==> config.mk <==
export PLATFORM = sky130hd
export DESIGN_NAME = ysyx_24120013_ifetch
export DESIGN_NICKNAME = d
export VERILOG_FILES = /design/src/rtl/ysyx_24120013_ifetch.sv
export SDC_FILE = /design/constraint.sdc
export NUM_CORES = 1
export LEC_CHECK = 0
export CORE_UTILIZATION = 49
export CTS_CLUSTER_DIAMETER = 30
export DETAILED_ROUTE_END_ITERATION = 10
export GPL_TIMING_DRIVEN = 0
export PLACE_DENSITY_LB_ADDON = 0.08
export SLEW_MARGIN = 20
export SYNTH_ARGS = -nofsm -noshare
export SYNTH_HDL_FRONTEND = slang
export SYNTH_SLANG_ARGS = --single-unit
==> constraint.sdc <==
create_clock -name clk -period 4.23 [get_ports clk]
set_input_delay 0.423 -clock clk [delete_from_list [all_inputs] [get_ports clk]]
set_output_delay 0.423 -clock clk [all_outputs]
set_load 0.005 [all_outputs]
==> src/rtl/ysyx_24120013_ifetch.sv <==
// Instruction fetch stage feeding the decode unit.
// Holds the PC, issues one word-aligned request at a time to instruction
// memory, hands the returned word and its PC to the IDU over valid/ready,
// and accepts redirects from execute (redirect outranks every other event).
// Optional build macro IFETCH_PERF_EN adds fetch and stall counters.
module ysyx_24120013_ifetch #(
  parameter int                    ADDR_WIDTH = 32,
  parameter int                    DATA_WIDTH = 32,
  parameter logic [ADDR_WIDTH-1:0] RESET_PC   = 32'h8000_0000
) (
  input  logic                  clk,
  input  logic                  rst,
  output logic                  imem_req_valid,
  input  logic                  imem_req_ready,
  output logic [ADDR_WIDTH-1:0] imem_req_addr,
  input  logic                  imem_rsp_valid,
  input  logic [DATA_WIDTH-1:0] imem_rsp_data,
  input  logic                  imem_rsp_err,
  output logic                  inst_valid,
  input  logic                  inst_ready,
  output logic [DATA_WIDTH-1:0] inst,
  output logic [ADDR_WIDTH-1:0] inst_pc,
  input  logic                  redirect_en,
  input  logic [ADDR_WIDTH-1:0] redirect_pc,
  output logic                  fetch_err
`ifdef IFETCH_PERF_EN
  ,
  output logic [31:0]           perf_fetch_cnt,
  output logic [31:0]           perf_stall_cnt
`endif
);

  typedef enum logic [2:0] {
    ST_IDLE = 3'd0,
    ST_REQ  = 3'd1,
    ST_WAIT = 3'd2,
    ST_OUT  = 3'd3,
    ST_HALT = 3'd4
  } state_t;

  // Clears the two low address bits so every fetch is word aligned.
  localparam logic [ADDR_WIDTH-1:0] ALIGN_MASK = {{(ADDR_WIDTH-2){1'b1}}, 2'b00};
  localparam logic [ADDR_WIDTH-1:0] PC_STEP    = ADDR_WIDTH'(3'd4);

  state_t                  state_r, state_s;
  logic [ADDR_WIDTH-1:0]   pc_r, pc_s;
  logic                    drop_r, drop_s;
  logic                    req_valid_r;
  logic                    inst_valid_r, inst_valid_s;
  logic [DATA_WIDTH-1:0]   inst_r, inst_s;
  logic [ADDR_WIDTH-1:0]   inst_pc_r, inst_pc_s;
  logic                    fetch_err_r, fetch_err_s;
  logic [ADDR_WIDTH-1:0]   redir_pc_s;
  logic                    accept_s;

  assign redir_pc_s = redirect_pc & ALIGN_MASK;
  assign accept_s   = req_valid_r & imem_req_ready;

  // Next-state and datapath decisions; redirect is evaluated first in every state.
  always_comb begin
    state_s      = state_r;
    pc_s         = pc_r;
    drop_s       = drop_r;
    inst_valid_s = inst_valid_r;
    inst_s       = inst_r;
    inst_pc_s    = inst_pc_r;
    fetch_err_s  = fetch_err_r;
    case (state_r)
      ST_IDLE: begin
        if (redirect_en) begin
          pc_s = redir_pc_s;
        end else begin
          pc_s = pc_r;
        end
        state_s = ST_REQ;
      end
      ST_REQ: begin
        if (redirect_en) begin
          pc_s = redir_pc_s;
          if (accept_s) begin
            // The old address already went out; its response must be dropped.
            drop_s  = 1'b1;
            state_s = ST_WAIT;
          end else begin
            state_s = ST_REQ;
          end
        end else if (accept_s) begin
          state_s = ST_WAIT;
        end else begin
          state_s = ST_REQ;
        end
      end
      ST_WAIT: begin
        if (redirect_en) begin
          pc_s = redir_pc_s;
          if (imem_rsp_valid) begin
            // Response of the stale request lands now: discard it directly.
            drop_s  = 1'b0;
            state_s = ST_REQ;
          end else begin
            drop_s  = 1'b1;
            state_s = ST_WAIT;
          end
        end else if (imem_rsp_valid) begin
          if (drop_r) begin
            drop_s  = 1'b0;
            state_s = ST_REQ;
          end else if (imem_rsp_err) begin
            fetch_err_s = 1'b1;
            state_s     = ST_HALT;
          end else begin
            inst_s       = imem_rsp_data;
            inst_pc_s    = pc_r;
            inst_valid_s = 1'b1;
            state_s      = ST_OUT;
          end
        end else begin
          state_s = ST_WAIT;
        end
      end
      ST_OUT: begin
        if (redirect_en) begin
          // A simultaneous inst_ready still completes the transfer; no pc+4.
          inst_valid_s = 1'b0;
          pc_s         = redir_pc_s;
          state_s      = ST_REQ;
        end else if (inst_ready) begin
          inst_valid_s = 1'b0;
          pc_s         = pc_r + PC_STEP;
          state_s      = ST_REQ;
        end else begin
          state_s = ST_OUT;
        end
      end
      ST_HALT: begin
        if (redirect_en) begin
          pc_s        = redir_pc_s;
          fetch_err_s = 1'b0;
          state_s     = ST_REQ;
        end else begin
          state_s = ST_HALT;
        end
      end
      default: begin
        // Unreachable encodings recover through IDLE with nothing presented.
        inst_valid_s = 1'b0;
        drop_s       = 1'b0;
        state_s      = ST_IDLE;
      end
    endcase
  end

  // State, PC and output registers; async reset returns everything to the boot point.
  always_ff @(posedge clk or negedge rst) begin
    if (!rst) begin
      state_r      <= ST_IDLE;
      pc_r         <= RESET_PC;
      drop_r       <= 1'b0;
      req_valid_r  <= 1'b0;
      inst_valid_r <= 1'b0;
      inst_r       <= '0;
      inst_pc_r    <= '0;
      fetch_err_r  <= 1'b0;
    end else begin
      state_r      <= state_s;
      pc_r         <= pc_s;
      drop_r       <= drop_s;
      req_valid_r  <= (state_s == ST_REQ);
      inst_valid_r <= inst_valid_s;
      inst_r       <= inst_s;
      inst_pc_r    <= inst_pc_s;
      fetch_err_r  <= fetch_err_s;
    end
  end

  assign imem_req_valid = req_valid_r;
  assign imem_req_addr  = pc_r & ALIGN_MASK;
  assign inst_valid     = inst_valid_r;
  assign inst           = inst_r;
  assign inst_pc        = inst_pc_r;
  assign fetch_err      = fetch_err_r;

`ifdef IFETCH_PERF_EN
  logic [31:0] perf_fetch_r;
  logic [31:0] perf_stall_r;

  // Counts delivered instructions and cycles spent requesting or waiting on memory.
  always_ff @(posedge clk or negedge rst) begin
    if (!rst) begin
      perf_fetch_r <= 32'd0;
      perf_stall_r <= 32'd0;
    end else begin
      if (inst_valid_r && inst_ready) begin
        perf_fetch_r <= perf_fetch_r + 32'd1;
      end else begin
        perf_fetch_r <= perf_fetch_r;
      end
      if ((state_r == ST_REQ) || (state_r == ST_WAIT)) begin
        perf_stall_r <= perf_stall_r + 32'd1;
      end else begin
        perf_stall_r <= perf_stall_r;
      end
    end
  end

  assign perf_fetch_cnt = perf_fetch_r;
  assign perf_stall_cnt = perf_stall_r;
`else
  // Counters are not built; the fetch behaviour is unchanged.
`endif

endmodule
# After elaboration in Yosys (flattened, before gate mapping)
# Index checks and enable logic that the tools add are counted.
classes:
  order_cmp: 0
  n_bitwise: 6
  shift: 0
  eq_ne: 16
  reduce_logical: 11
  add_sub_neg: 1
  div_mod_pow: 0
  mul: 0
  n_mux: 33
op_table:
  columns: ["operator", "n"]
  rows:
  - ["2-to-1 mux 32 bit", 3]
  - ["case mux 32 bit (2 select lines)", 1]
  - ["adder 32 x 3 -> 32 bit (second input constant)", 1]
  - ["2-to-1 mux 1 bit", 16]
  - ["inequality test 2 bit (second input constant)", 8]
  - ["2-to-1 mux 3 bit", 5]
  - ["case mux 3 bit (5 select lines)", 1]
  - ["AND reduction 6 bit", 2]
  - ["2-to-1 mux 2 bit", 4]
  - ["equality test 3 x 1 -> 1 bit (second input constant)", 2]
  - ["equality test 3 x 2 -> 1 bit (second input constant)", 2]
  - ["inequality test 3 bit (second input constant)", 2]
  - ["case mux 1 bit (3 select lines)", 2]
  - ["OR reduction 3 bit", 2]
  - ["NOT 1 bit", 5]
  - ["AND reduction 5 bit", 1]
  - ["AND reduction 4 bit", 1]
  - ["nonzero test 2 bit", 2]
  - ["OR reduction 4 bit", 1]
  - ["equality test 3 bit (second input constant)", 1]
  - ["zero test 3 bit", 1]
  - ["AND reduction 3 bit", 1]
  - ["inequality test 2 x 1 -> 1 bit (second input constant)", 1]
  - ["case mux 1 bit (2 select lines)", 1]
  - ["AND 1 bit", 1]
word_totals:
  latchBits: 0
  mem_count: 0
  rom_bits: 0
  regBits: 103
  ramBits: 0
  word_cells: 75

# Logic depth before layout (Yosys ltp)
# Gate-level depths: netlist of the first run.
depth:
  ltp_word: 6
  mapped_depth: 8
  mapped_depth_nobuf: 6

# Worst setup path after synthesis of the first run
# No wires, ideal clock.
synth_path:
  path_type: "register -> register"
  from: "register pc_r[2]"
  to: "register pc_r[22]"
  path_stages_with_launch: 8
  period_less_slack_ns: 1.721
  setup_slack_ns: 2.509
  required_ns: 4.131
  arrival_ns: 1.622
  n_path_buf: 1
  path_cell_list: "dfrtp_1 -> ha_1 -> and4_4 -> nand3_4 -> buf_2 -> o31ai_2 -> a21oi_1 -> a311oi_1"
synth_via:
  elab_chain_cells: 4
synth_rtl:
  columns: ["item", "line", "source"]
  rows:
  - ["from (decl)", "46", "logic [ADDR_WIDTH-1:0] pc_r, pc_s;"]
  - ["from (signal assigned)", "166", "pc_r <= pc_s;"]
  - ["adder 32 x 3 -> 32 bit", "129", "pc_s = pc_r + PC_STEP;"]
  - ["2-to-1 mux 32 bit", "127", "end else if (inst_ready) begin"]
  - ["2-to-1 mux 32 bit", "122", "if (redirect_en) begin"]
  - ["case mux 32 bit (2 select lines)", "68", "case (state_r)"]
# No other way between the ends. The select of a mux whose other input is x is not followed.
# A chain may end at the register's enable or synchronous reset.

# Worst setup path after layout of the first run
layout_path:
  from: "input port imem_rsp_valid"
  to: "register inst_r[3], in the netlist inst[3]"
layout_via:
  elab_chain_cells: 1
layout_rtl:
  columns: ["item", "line", "source"]
  rows:
  - ["from (decl)", "16", "input logic imem_rsp_valid,"]
  - ["AND reduction 5 bit (no source line)", null, null]
  - ["to (signal assigned)", "170", "inst_r <= inst_s;"]
  - ["to (decl)", "50", "logic [DATA_WIDTH-1:0] inst_r, inst_s;"]
# No other way between the ends.

==> run summary, run 1 <==
Gates resized during post-CTS repair numbered 0. The final number of max-transition violations came out at 0. The total via count in the routed design is slightly above 4,000. The final worst-path cycle share is 47.9%.

Summing the areas of all and, or, nand and nor instances in the mapped netlist gives 15.4% of the synthesized area. The area of the mapped netlist came out at 4720 µm². The number of DRC violations after detailed routing is 0. The number of placed instances with taps included is 715.

The width of the die came out at 100 µm. Yosys instantiated no cell more often than dfrtp_1. Timing would allow up to 0.493 GHz. The final layout net count is 670. The worst setup path is captured at a flop. The data arrival time of the worst path is roughly 2.3 ns. The required time at the worst-slack endpoint is 4.48 ns. Setup repair after global routing left no endpoint under its margin. The wire length of the first global-routing pass is 20.7 mm. The number of rows in the core area is 35.

The post-synthesis compound-gate area fraction came out at 14.2%. The number of buffers on the longest clock path is 2. Input and output buffers added on the ports amount to around 160. The count of placed standard cells in the final layout, fillers left out came out at around 730.

The via count of the first global-routing pass was 4,075. The overall track demand over capacity in global routing is 26.4%. The final weighted congestion of routability-driven global placement is 0.873. Counting instances in the post-synthesis netlist gives the leading cell types as 98 x dfrtp_1, 37 x mux2_2, 33 x nor2_1, 28 x a21oi_1, 28 x nand2_1. The number of H-tree levels came out at 3.

The die area is 10,000 µm². The layout-stage area growth over the synthesis result came out at 43.1%. The total detailed-routing wirelength is 12.8 mm. The clock latency on the worst-skew pair came out at 0.37 ns.

The number of enable flip-flop cells after synthesis is 0. The buffer count from post-CTS setup fixing is 0. 170 I/O pins were placed. The total overflow left after global routing is 0. The parity-gate share of the synthesized area counting xor and xnor cells came out at 0%. The worst vdd rail ir drop came out at around 0.26 mV. TritonCTS built the clock tree.

The half-perimeter wire length after detailed placement came out at 9.22 mm. The TritonCTS buffer count came out at 9. The register area share after synthesis came out at 52.5%.

The average cell area after synthesis is 11.2 µm². The total negative slack came out at 0 ns. Clock tree synthesis selected as its root buffer the cell clkbuf_8.

The clock-pin slew reported for the worst setup and hold paths after clock tree synthesis came out at 0.10 ns. The yosys synthesis warning count came out at 0. The critical path launch point type is an input port. The remaining max-slew budget at the tightest pin is 64.7%. The average routed wire per standard cell came out at 17.5 µm. The run finished with clean final reports.

The number of distinct library cell variants in the gate-level netlist after synthesis is between 50 and 60. Once layout is complete, the utilization of the core stands at 72.7%. Dividing the detail-routed via count by the number of cells gives 5.59.

For this configuration, the core starts out at a cell density of 50.8%. In the synthesized netlist the dominant register cell turns out to be dfrtp_1. Once detail routing completed, the nets flagged for antenna violations numbered 0.

After synthesis, the share of cell area in mux cells is 13.8%. The dominant combinational cell family by area after synthesis is simple AND/OR/NAND/NOR gates. The floorplan step set the die height to 100 µm. The power per cell area is between 500 and 600 nW/µm². Cells with a size suffix above 1 make up 16.7% of the layout. The adder-cell share of the synthesized area is 0.265%. The final number of setup-violating endpoints is 0. The number of antenna repair diodes came out at 0.

The first detailed-routing pass ran for 5 iterations. The final setup skew is 0.0122 ns. The clock sink count is 99. The cell count after synthesis is 420. The critical path is of the in -> reg type. For the pin with the worst max-slew slack, the measured transition is 0.528 ns.

The largest total area in the synthesized netlist belongs to dfrtp_1. Max-cap violations in this run came to 0. The leakage power total came out at 2.93 nW.

After the first detailed-routing iteration, the DRC count stood at 225. The min-delay analysis places its worst path in the category in -> async. After synthesis, the largest area contributor takes up 52.0% of total cell area. The number of antenna violations at the first check in global routing is 0. The largest fanout on the critical path came out at 10. The fraction of registers with async set/reset came out at 100%. The minimum clock period after layout came out at slightly above 2 ns. The hold violation count in the final report is 0. After synthesis the netlist holds a flip-flop and latch count of 99.

The floorplan step defined a core boundary enclosing 9280 µm². Entering global routing, the biggest net connects 74 pins. Yosys attributes the largest share of cell area to dfrtp_1 52%, mux2_2 8.8%, mux2_1 5.0%.
-- registers in the layout, summed over array words and instances (netlist names) --
register and cells:
fetch_err 1, inst_pc 30, inst 32, inst_valid 1, drop_r 1, state_r 3, pc_r 30, imem_req_valid 1
-- worst paths after layout --
| kind | slack (ns) | startpoint | depth (start not counted) | end |
|---|---|---|---|---|
| setup / recovery | 2.20 | imem_rsp_valid | 6 | inst[3]$_DFFE_PN0P_ |
| hold / removal | 0.48 | rst | 2 | inst[15]$_DFFE_PN0P_ |
| setup reg to reg | 2.21 | state_r[1]$_DFF_PN0_ | 7 | pc_r[25]$_DFFE_PN0P_ |
| hold reg to reg | 0.49 | inst_pc[4]$_DFFE_PN0P_ | 2 | inst_pc[4]$_DFFE_PN0P_ |
| max in group asynchronous | 3.07 | rst | 3 | pc_r[31]$_DFFE_PN1P_ |
| min in group clk | 0.49 | inst_pc[4]$_DFFE_PN0P_ | 2 | inst_pc[4]$_DFFE_PN0P_ |
-- area by class of cell --
type                    count  area, µm²
repair buffers            164       1660
inverters                   6       22.5
clock inverters             5       60.1
plain buffers              27        151
flip-flops and latches     99       2480
fillers                   696       2530
well taps                 129        161
clock buffers              11        141
multi-input cells         291       2080
-- per-layer routing --
layer / vias up / part of all wire (%) / track usage [%]
met1: 1959 / 44 / 36.4
met2: 233 / 47 / 41.9
met5: - / 0 / 0
met3: 15 / 8.2 / 5.92
met4: 0 / 1.3 / 8.03
li1: 1886 / - / -
-- power by group --
group	total (mW)	internal [mW]	switching, mW
sequential	1.56	1.28	0.287
combinational	1.50	0.931	0.570
clock	0.631	0.293	0.337
total	3.70	2.50	1.19
-- cell families after synthesis --
group	after synthesis
simple gates	129
compound gates	99
flops	99
mux	58
buf+inv	33
fa+ha+maj	1
other cells	1
-- what timing repair did --
item | CTS | global route
hold endpoints to repair | 26 | 0
hold buffers | 1 | 0
endpoints found under the setup margin | 0 | 0
-- stage by stage --
| stage | area [µm²] | hold WS [ns] | worst slack [ns] | total power, mW |
|---|---|---|---|---|
| 2_1_floorplan | 4730 | 0.127 | 2.51 | 2.16 |
| 3_3_place_gp | 6510 | 0.461 | -0.993 | 3.02 |
| 3_5_place_dp | 6540 | 0.309 | 1.82 | 3.08 |
| 4_1_cts | 6750 | 0.490 | 2.19 | 3.71 |
| 5_1_grt | 6750 | 0.494 | 2.07 | 3.93 |
| 6_report | 6750 | 0.478 | 2.20 | 3.70 |
-- cell usage in the layout (no fill, tap or decap), types with 4 or more instances in the layout --
cell and count:
a21oi_1 28, o21a_1 5, buf_2 19, buf_4 7, nor2_1 33, o21ai_0 14
mux2_2 37, dfrtp_1 98, o22a_1 4, clkdlybuf4s50_1 161, o21ai_1 4, clkbuf_8 10
nand2b_1 4, mux2_1 21, a211oi_1 7, and3_1 5, inv_1 6, nor2b_1 4
nand2_1 28, a311oi_1 4, nand3_1 15, a31oi_1 6, o22ai_1 7, and2_1 4
conb_1 4, nor3_1 9
-- critical path: stages --
cell,delay [ns]
clkdlybuf4s50_1,0.48
and4bb_1,0.27
nand2_1,0.18
buf_2,0.27
buf_2,0.29
mux2_1,0.36
Note: power is estimated with default switching activity, not from simulation.
==> run 2: changes to the inputs <==
--- a/config.mk
+++ b/config.mk
@@ -5,7 +5,7 @@
 export SDC_FILE = /design/constraint.sdc
 export NUM_CORES = 1
 export LEC_CHECK = 0
-export CORE_UTILIZATION = 49
+export CORE_UTILIZATION = 45
 export CTS_CLUSTER_DIAMETER = 30
 export DETAILED_ROUTE_END_ITERATION = 10
 export GPL_TIMING_DRIVEN = 0
==> constraint.sdc (replaced) <==
create_clock -name clk -period 2 [get_ports clk]
set_input_delay 0.2 -clock clk [delete_from_list [all_inputs] [get_ports clk]]
set_output_delay 0.2 -clock clk [all_outputs]
set_load 0.005 [all_outputs]
==> run 2 against run 1 <==
Power is 110% higher. Hold slack worse by 0.21 ns. Via count is 0.37% lower. Design area is 0.74% higher. Worst setup slack worse by 2.1 ns. Routed wire length stayed put. Critical endpoint is now pc_r[31]$_DFFE_PN1P_. Largest cell class unchanged. Largest power group unchanged.
==> run summary, run 2 (synthesis results as in run 1) <==
The hold violation count in the final report came out at 0 (unchanged). In this run the worst setup path begins at pc_r[11]$_DFFE_PN0P_. The number of antenna repair diodes came out at 0 (unchanged). The combinational group share of total power is 40.6% (about the same). The width of the die is 104 µm (+4.3%).

The TritonCTS buffer count is 9 (unchanged). The number of DRC violations after detailed routing came out at 0 (unchanged). The reg-to-reg startpoint is pc_r[11]$_DFFE_PN0P_.

STA classifies the critical path startpoint as a flop. The initial core utilization came to 46.1% (-4.7 points). The area of all placed cells without fillers is 6800 µm² (+0.74%). The total overflow reported by the global router came out at 0 (unchanged). The length of the first detailed-routing pass in iterations came out at 5 (unchanged).

The sequential fraction of design power was 42.1% (-0.2 points). The required time at the worst-slack endpoint is 2.26 ns (-2.22 ns). The cell with the largest stage delay on the worst path is dfrtp_1. The switching power share of the total came out at 31.8% (-0.51 points). The area growth from synthesis to layout is 44.2%. The average routed wire per standard cell came out at 17.3 µm (-1.2%). The type of the worst min-delay path is in -> async. The clock-pin slew reported for the worst setup and hold paths after clock tree synthesis is 0.09 ns (about the same). The iteration-0 DRC count of the detailed router is 200 (-11%). The leakage power total is 2.95 nW (+0.70%). The run finished with clean final reports. The total negative slack is 0 ns (unchanged). The final number of max-transition violations came to 0 (unchanged). The share of cells above drive strength 1 came out at 17.7% (+0.94 points). The data arrival time of the worst path is 2.18 ns (-0.10 ns). The half-perimeter wire length after detailed placement is 9.20 mm (-0.19%). The number of port buffers came out at 162 (unchanged). The clock latency on the worst-skew pair is 0.37 ns (about the same). CTS placed an instance of clkbuf_8 at the clock tree root. The minimum clock period after layout came out at 1.92 ns. The count of placed standard cells in the final layout, fillers left out came to 741 (+1.2%). The placeable core region came out at 10,200 µm² (+10%). The number of antenna-violating nets in the routed design came out at 0 (unchanged).

The worst vdd rail ir drop came out at 0.617 mV (+140%). The total detailed-routing wirelength was 12.8 mm (unchanged). The worst reg-to-reg setup slack is 0.08 ns (-2.13 ns). The die area came out at 10,900 µm² (+8.7%).

The number of buffers on the longest clock path came out at 2 (unchanged). The worst stage delay on the critical path came out at 0.52 ns (+0.04 ns). The power per cell area is 1160 nW/µm² (+110%). The remaining max-slew budget at the tightest pin is 63.8% (-0.88 points). The vertical die dimension came out at 104 µm (+4.3%).

The CTS tree is built. STA classifies the critical path endpoint as a flop. The maximum operating frequency came out at 0.521 GHz. The maximum number of pins on one net before global-route repair is 75 (+1.4%).

The placement-stage cell area was 6550 µm² (+0.13%). The total I/O pin count is 170 (unchanged). The number of H-tree levels is 3 (unchanged). The number of rows in the core area is 37 (+5.7%). The power share of the clock group came to 17.3% (+0.2 points).

The final layout net count came out at 672 (+0.30%). The via count of the first global-routing pass came out at 4,022 (-1.3%). The number of flip-flops in the largest register was 32 (unchanged). The overall track demand over capacity in global routing came out at 24.3% (-2.2 points). The critical path goes through and3_4 -> nand4_2 -> nor3_2 -> a211oi_1 -> a311oi_1.

The end of the worst register-to-register path is pc_r[31]$_DFFE_PN1P_. The wire length of the first global-routing pass was 20.9 mm (+1.1%). The reported max-cap violation count came out at 0 (unchanged). The largest fanout on the critical path came out at 8 (-2). The final weighted congestion of routability-driven global placement is 0.845 (-3.3%).

The total via count in the routed design is 4,078 (-0.37%). The overall power of the completed layout is 7.87 mW (+110%). The library cell used most frequently in the layout, excluding fill and tap cells, is clkdlybuf4s50_1. The number of antenna violations at the first check in global routing is 0 (unchanged). The cell-internal power is 5.37 mW (+110%). The number of placed instances with taps included is 722 (+0.98%). The clock sink count is 99 (unchanged). The final setup skew came out at 0.0108 ns (-0.00134 ns).

The critical setup path kind is reg -> reg. Setup repair after global routing left no endpoint under its margin. The post-detailed-route via-to-cell ratio came to 5.50 (-1.6%). The switching power total came to 2.50 mW (+110%). The worst-case reg-to-reg path depth came to 5 (-2). The final number of setup-violating endpoints is 0 (unchanged). Leaving out fill and tap cells, the most frequent cells in the layout are 161 x clkdlybuf4s50_1, 96 x dfrtp_1, 37 x mux2_2. In the finished design, the share of the clock period the worst path needs comes to 95.9%. In this run the worst setup path terminates at pc_r[31]$_DFFE_PN1P_. The slew at the pin closest to its max-slew limit was 0.541 ns (+0.0131 ns).
run 2: worst max-delay path, delay by kind of cell, from the launching register on:
| kind | cells | cell delay [ns] |
|---|---|---|
| simple gates | 3 | 0.90 |
| flops | 1 | 0.52 |
| compound gates | 2 | 0.40 |
run 2: cell type report:
class / instances / area (µm²)
inverter: 6 / 22.5
multi-input combinational: 291 / 2080
buffer: 27 / 161
fill: 838 / 3430
tap: 136 / 170
clock inverter: 4 / 47.5
timing repair buffer: 166 / 1680
clock buffer: 12 / 165
sequential: 99 / 2480
run 2: repair_timing:
action	in CTS	in global routing
buffers inserted	0	2
setup endpoints to repair	2	33
hold buffers	1	0
endpoints found under the hold margin	25	0
gates resized for setup	1	8
run 2: per-layer routing:
metal | track usage, % | part of all wire [%] | vias up
met5 | 0 | 0 | -
met4 | 8.27 | 1.3 | 0
met3 | 3.88 | 6.3 | 16
met2 | 39.5 | 47 | 177
met1 | 33.0 | 45 | 1994
li1 | - | - | 1891
run 2: per-stage QoR:
| step | hold slack [ns] | utilization [%] | worst slack [ns] |
|---|---|---|---|
| after global routing | 0.271 | 66.5 | 0.00303 |
| after CTS | 0.256 | 66.2 | 0.0609 |
| final | 0.268 | 66.5 | 0.0816 |
| after detailed placement | 0.0832 | 64.0 | -0.214 |
| after global placement | 0.461 | 63.7 | -3.04 |
| after floorplan | -0.0956 | - | 0.279 |
run 2: power groups by stage:
| stage | Clock, mW | Combinational (mW) | Sequential (mW) |
|---|---|---|---|
| global route | 1.47 | 3.45 | 3.43 |
| floorplan | 0 | 1.27 | 3.29 |
| finish | 1.36 | 3.20 | 3.31 |
| global placement | 0 | 3.11 | 3.29 |
| detailed placement | 0 | 3.18 | 3.34 |
| CTS | 1.39 | 3.19 | 3.30 |
run 2: how the worst min path moves through the flow:
stage | slack [ns] | end | from
6_report | 0.27 | inst[7]$_DFFE_PN0P_ | rst
5_1_grt | 0.27 | inst[7]$_DFFE_PN0P_ | rst
4_1_cts | 0.26 | inst[7]$_DFFE_PN0P_ | rst
3_5_place_dp | 0.08 | inst[7]$_DFFE_PN0P_ | rst
3_3_place_gp | 0.46 | inst_pc[4]$_DFFE_PN0P_ | inst_pc[4]$_DFFE_PN0P_
2_1_floorplan | -0.1 | drop_r$_DFFE_PN0P_ | rst
